==> config.mk <==
export PLATFORM = sky130hd
export DESIGN_NAME = codec_frame_serializer
export DESIGN_NICKNAME = d
export VERILOG_FILES = /design/src/rtl/codec_frame_serializer.sv
export SDC_FILE = /design/constraint.sdc
export NUM_CORES = 1
export LEC_CHECK = 0
export CAP_MARGIN = 25
export CORE_MARGIN = 4
export CORE_UTILIZATION = 54
export DETAILED_ROUTE_END_ITERATION = 8
export MAX_ROUTING_LAYER = met4
export PLACE_DENSITY_LB_ADDON = 0.08
export SYNTH_ARGS = -nofsm -noshare
export SYNTH_HDL_FRONTEND = slang
export SYNTH_SLANG_ARGS = --single-unit
==> constraint.sdc <==
create_clock -name clk -period 2.8 [get_ports clk]
set_clock_uncertainty 0.1 [all_clocks]
set_input_delay 0.42 -clock clk [delete_from_list [all_inputs] [get_ports clk]]
set_output_delay 0.42 -clock clk [all_outputs]
set_load 0.1 [all_outputs]
==> src/rtl/codec_frame_serializer.sv <==
// I2S frame generator: derives BCLK/LRCLK from clk, serializes the mono DAC sample
// onto both slots and deserializes the codec ADC stream into left/right words.
module codec_frame_serializer #(
  parameter int unsigned BCLK_DIV     = 2,
  parameter int unsigned SLOT_BITS    = 32,
  parameter int unsigned SAMPLE_WIDTH = 16
) (
  input  logic                    clk,
  input  logic                    reset,
  input  logic [SAMPLE_WIDTH-1:0] sample_in,
  input  logic                    sdin,
  output logic                    new_frame,
  output logic                    bclk,
  output logic                    lrclk,
  output logic                    sdout,
  output logic [SAMPLE_WIDTH-1:0] adc_left,
  output logic [SAMPLE_WIDTH-1:0] adc_right,
  output logic                    adc_valid
);

  localparam int unsigned DIV_W      = (BCLK_DIV > 1) ? $clog2(BCLK_DIV) : 1;
  localparam int unsigned POS_W      = $clog2(2 * SLOT_BITS);
  localparam int unsigned FRAME_LAST = 2 * SLOT_BITS - 1;

  logic [DIV_W-1:0]        div_cnt_q, div_cnt_d;
  logic [POS_W-1:0]        pos_q, pos_d;
  logic                    bclk_q, bclk_d;
  logic                    lrclk_q, lrclk_d;
  logic                    sdout_q, sdout_d;
  logic                    new_frame_q, new_frame_d;
  logic                    adc_valid_q, adc_valid_d;
  logic [SAMPLE_WIDTH-1:0] tx_word_q, tx_word_d;
  logic [SAMPLE_WIDTH-1:0] rx_shift_q, rx_shift_d;
  logic [SAMPLE_WIDTH-1:0] rx_left_q, rx_left_d;
  logic [SAMPLE_WIDTH-1:0] adc_left_q, adc_left_d;
  logic [SAMPLE_WIDTH-1:0] adc_right_q, adc_right_d;

  logic                    div_term, rise_evt, fall_evt;
  logic [POS_W-1:0]        pos_inc, slot_cur, slot_nxt;
  logic [SAMPLE_WIDTH-1:0] rx_word;
  logic                    tx_bit;

  function automatic logic [POS_W-1:0] slot_of(input logic [POS_W-1:0] p);
    return (p >= POS_W'(SLOT_BITS)) ? p - POS_W'(SLOT_BITS) : p;
  endfunction

  // Event decode and position bookkeeping shared by the TX and RX paths
  always_comb begin
    div_term = (div_cnt_q == DIV_W'(BCLK_DIV - 1));
    rise_evt = div_term && !bclk_q;
    fall_evt = div_term && bclk_q;
    pos_inc  = (pos_q == POS_W'(FRAME_LAST)) ? '0 : pos_q + POS_W'(1);
    slot_cur = slot_of(pos_q);
    slot_nxt = slot_of(pos_inc);
    rx_word  = {rx_shift_q[SAMPLE_WIDTH-2:0], sdin};
    tx_bit   = 1'b0;
    for (int unsigned i = 0; i < SAMPLE_WIDTH; i++) begin
      if (slot_nxt == POS_W'(SAMPLE_WIDTH - i)) tx_bit = tx_word_q[i];
    end
  end

  always_comb begin
    div_cnt_d   = div_term ? '0 : div_cnt_q + DIV_W'(1);
    bclk_d      = bclk_q ^ div_term;
    pos_d       = pos_q;
    lrclk_d     = lrclk_q;
    sdout_d     = sdout_q;
    new_frame_d = 1'b0;
    adc_valid_d = 1'b0;
    tx_word_d   = tx_word_q;
    rx_shift_d  = rx_shift_q;
    rx_left_d   = rx_left_q;
    adc_left_d  = adc_left_q;
    adc_right_d = adc_right_q;

    // Falling BCLK: advance position, launch next DAC bit (MSB lags LRCLK by one bit)
    if (fall_evt) begin
      pos_d   = pos_inc;
      lrclk_d = (pos_inc >= POS_W'(SLOT_BITS));
      sdout_d = tx_bit;
      if (pos_inc == '0) begin
        new_frame_d = 1'b1;
        tx_word_d   = sample_in;
      end
    end

    // Rising BCLK: shift in ADC bits for the active word positions of the slot
    if (rise_evt && (slot_cur >= POS_W'(1)) && (slot_cur <= POS_W'(SAMPLE_WIDTH))) begin
      rx_shift_d = rx_word;
      if (slot_cur == POS_W'(SAMPLE_WIDTH)) begin
        if (pos_q < POS_W'(SLOT_BITS)) begin
          rx_left_d = rx_word;
        end else begin
          adc_left_d  = rx_left_q;
          adc_right_d = rx_word;
          adc_valid_d = 1'b1;
        end
      end
    end
  end

  always_ff @(posedge clk or negedge reset) begin
    if (!reset) begin
      div_cnt_q   <= '0;
      pos_q       <= '0;
      bclk_q      <= 1'b0;
      lrclk_q     <= 1'b0;
      sdout_q     <= 1'b0;
      new_frame_q <= 1'b0;
      adc_valid_q <= 1'b0;
      tx_word_q   <= '0;
      rx_shift_q  <= '0;
      rx_left_q   <= '0;
      adc_left_q  <= '0;
      adc_right_q <= '0;
    end else begin
      div_cnt_q   <= div_cnt_d;
      pos_q       <= pos_d;
      bclk_q      <= bclk_d;
      lrclk_q     <= lrclk_d;
      sdout_q     <= sdout_d;
      new_frame_q <= new_frame_d;
      adc_valid_q <= adc_valid_d;
      tx_word_q   <= tx_word_d;
      rx_shift_q  <= rx_shift_d;
      rx_left_q   <= rx_left_d;
      adc_left_q  <= adc_left_d;
      adc_right_q <= adc_right_d;
    end
  end

  assign new_frame = new_frame_q;
  assign bclk      = bclk_q;
  assign lrclk     = lrclk_q;
  assign sdout     = sdout_q;
  assign adc_left  = adc_left_q;
  assign adc_right = adc_right_q;
  assign adc_valid = adc_valid_q;

endmodule

==> flow_metrics.py <==
metrics = {
    "clock_tree": {
        "cts_buffers": 9,
        "cts_tree": "done",
        "cts_num_sinks": 91,
        "ctsResizeCount": 0,
        "path_clk_slew_ns": 0.09,
        "cts_setup_buffers": 0,
        "htreeDepth": 3,
        "clock_latency_ns": 0.35,
        "cts_root_buffer": "clkbuf_8",
        "cts_buffer_depth": 2,
    },
    "setup_path": {
        "crit_chain": "ha_1, nand3_1, a311oi_4, nand2_2, nor3_4, buf_4, mux2_2",
        "worstPathRequired_ns": 2.94,
        "cp-end-kind": "flop",
        "max_stage_delay_ns": 0.49,
        "worst-setup-path-type": "reg -> reg",
        "crit_path_top_delay_cell": "dfrtp_1",
        "start_kind": "flop",
        "worstPathArrival_ns": 2.70,
        "crit_fanout": 17,
    },
    "run": {
        "drv_cap": 0,
    },
    "drt": {
        "drc": 0,
        "drt-initial-drc-count": 135,
        "drt_wl_total_mm": 7.20,
        "ant_nets": 0,
        "wl_per_cell_microns": 14.7,
        "first_pass_iters": 4,
        "via_count": 2511,
        "via_per_inst": 5.11,
    },
    "placed_design": {
        "place_congestion": 0.801,
        "numPortBuffers": 55,
        "pre_cts_ws_ns": 0.295,
        "dp_hpwl_mm": 4.91,
    },
    "die": {
        "core_region_area_sq_mm": 0.00691,
        "fp.dieW_microns": 92.9,
        "die-area_sq_mm": 0.00864,
        "initial_utilization_pct": 56.4,
        "pin_count": 56,
        "die_h_microns": 92.9,
        "num_rows": 30,
    },
    "yosys": {
        "ys_seq_area_share_pct": 58.4,
        "syn_avg_cell_area_sq_um": 11.7,
        "yosysWarningCount": 0,
        "netlist.area_leader.share_pct": 58.4,
        "ys_types": 40,
        "syn_nets": 361,
        "netlist_instances": 333,
        "synthesis.area_sq_mm": 0.00390,
        "synth_top_area_cell": "dfrtp_1",
        "ys_ff_latch": 91,
        "yosys-top-cells-area": "dfrtp_1, mux2_2, nand2_1",
    },
    "timing": {
        "grt_setup_unrepaired": "false",
        "finalHoldViolCount": 0,
        "worst_slack_ns": 0.241,
        "fmax_mhz": 391,
        "slew_headroom_pct": 56.0,
        "tightest_slew_ns": 0.658,
        "fin_crit_sh_pct": 91.4,
        "slew_viol_final": 0,
        "finalSetupTns_ns": 0,
        "post-route-min-period_ns": 2.56,
        "setup_viol": 0,
    },
    "cells_and_area": {
        "multi_input_area_sq_mm": 0.00148,
        "final_common_cell": "nand2_1",
        "fillers": 568,
        "finalNetCount": 419,
        "seq_area_sq_mm": 0.00228,
        "diodes": 0,
        "syn_to_final_growth_pct": 19.6,
        "drive_gt1_share_pct": 28.6,
        "final_cell_mix": "nand2_1, dfrtp_1, buf_4",
    },
    "global_routing": {
        "grt_max_degree": 51,
        "grt_pass1_wl_mm": 12.2,
        "first_global_vias": 2481,
        "track_usage_pct": 18.5,
        "antenna_found_initial": 0,
        "overflow": 0,
    },
    "pwr": {
        "ir_drop_mv": 0.456,
        "power_leakage_nw": 2.39,
        "power.density_mw_per_mm2": 492,
    },
    "run_status": {
        "status": "complete, no violations",
    },
    "hold_path": {
        "hold_class": "reg -> reg",
    },
}
[cells in the mapped netlist]
| cell type | count |
|---|---|
| inv_1 | 11 |
| a221oi_1 | 3 |
| nor3b_1 | 2 |
| and4b_1 | 1 |
| buf_4 | 2 |
| nor3_1 | 1 |
| nand2b_1 | 1 |
| nor2_1 | 3 |
| a311oi_4 | 1 |
| buf_12 | 1 |
| ha_1 | 9 |
| nor4_1 | 1 |
| nand2_2 | 1 |
| o31ai_1 | 1 |
| nand4b_1 | 1 |
| nand2_1 | 103 |
| a221o_1 | 4 |
| mux2_4 | 9 |
| xnor2_1 | 3 |
| dfrtp_1 | 91 |
| a31oi_1 | 2 |
| a21oi_1 | 8 |
| a211o_2 | 1 |
| buf_6 | 1 |
| nand4_1 | 2 |
| o221ai_1 | 1 |
| buf_1 | 1 |
| nand3_1 | 5 |
| buf_2 | 7 |
| or3_1 | 1 |
| nor3_4 | 1 |
| and2b_4 | 1 |
| nor2b_1 | 1 |
| clkbuf_1 | 4 |
| mux2i_1 | 1 |
| o32ai_1 | 1 |
| and3_2 | 1 |
| xor2_1 | 3 |
| mux2_2 | 38 |
| o21ai_0 | 4 |
[repair_timing]
item,4_1_cts,5_1_grt
hold buffers,1,0
hold endpoints to repair,41,0
endpoints found under the setup margin,0,0
[report_power, final]
| group | total, mW | leakage [nW] | internal (mW) | switching, mW |
|---|---|---|---|---|
| Combinational | 0.0642 | 1.07 | 0.0332 | 0.0310 |
| Sequential | 1.33 | 1.22 | 1.32 | 0.00925 |
| Clock | 0.894 | 0.0914 | 0.420 | 0.474 |
| Total | 2.29 | 2.39 | 1.78 | 0.515 |
[layer usage]
metal	routed length (microns)	global-route usage, %	part of all wire [%]
met1	3410	25.2	47
met2	3420	28.1	47
met3	256	3.01	3.6
met4	116	6.96	1.6
met5	0	-	0
[final cells by class]
| class | instances | area share (%) |
|---|---|---|
| flip-flops and latches | 91 | 48.9 |
| well taps | 96 | 2.58 |
| repair buffers | 63 | 11.7 |
| multi-input cells | 215 | 31.7 |
| inverters | 11 | 0.886 |
| clock inverters | 6 | 1.61 |
| clock buffers | 9 | 2.66 |
[cells by family after synthesis]
group                      count (synthesis)  share of synthesized area [%]
DFF                                       91                           58.4
adders and majority gates                  9                           2.89
xor gates and xnor gates                   6                           1.35
AOI/OAI and AO/OA                         26                           5.14
muxes                                     48                           14.7
and+or+nand+nor                          126                           13.8
buffers and inverters                     27                           3.63
[worst max-delay path, delay by kind of cell (launching register included)]
kind	cells	cell delay, ns
muxes	1	0.37
AOI/OAI and AO/OA	1	0.39
and+or+nand+nor	3	0.47
adders and majority gates	1	0.33
DFF	1	0.49
buffers and inverters	1	0.30
[path summary, 6_finish.rpt]
| path | start | cells past startpoint | slack [ns] | endpoint |
|---|---|---|---|---|
| max in group asynchronous | reset | 3 | 1.46 | rx_left_q[4]$_DFFE_PN0P_ |
| min in group asynchronous | reset | 2 | 0.49 | lrclk$_DFFE_PN0P_ |
| worst min-delay path | rx_left_q[9]$_DFFE_PN0P_ | 2 | 0.37 | adc_left[9]$_DFFE_PN0P_ |
| worst max register to register | pos_q[0]$_DFFE_PN0P_ | 7 | 0.24 | tx_word_q[3]$_DFFE_PN0P_ |
| worst min register to register | rx_left_q[9]$_DFFE_PN0P_ | 2 | 0.37 | adc_left[9]$_DFFE_PN0P_ |
| worst max-delay path | pos_q[0]$_DFFE_PN0P_ | 7 | 0.24 | tx_word_q[3]$_DFFE_PN0P_ |
[through the flow]
stage	std cells	area (sq um)	total power, mW	hold slack, ns	util, %
final	491	4660	2.29	0.370	67.4
after global routing	491	4660	2.38	0.389	67.4
after CTS	491	4660	2.32	0.375	67.4
after detailed placement	475	4450	1.42	0.353	64.4
after global placement	475	4450	1.42	0.342	64.4
after floorplan	333	3900	1.36	0.0244	-
[sequential cells by signal, indices dropped and copies added (netlist names)]
| name | flops |
|---|---|
| adc_left | 16 |
| adc_right | 16 |
| adc_valid | 1 |
| bclk | 1 |
| div_cnt_q | 1 |
| lrclk | 1 |
| new_frame | 1 |
| pos_q | 6 |
| rx_left_q | 16 |
| rx_shift_q | 15 |
| sdout | 1 |
| tx_word_q | 16 |
Note: power is estimated with default switching activity, not from simulation.
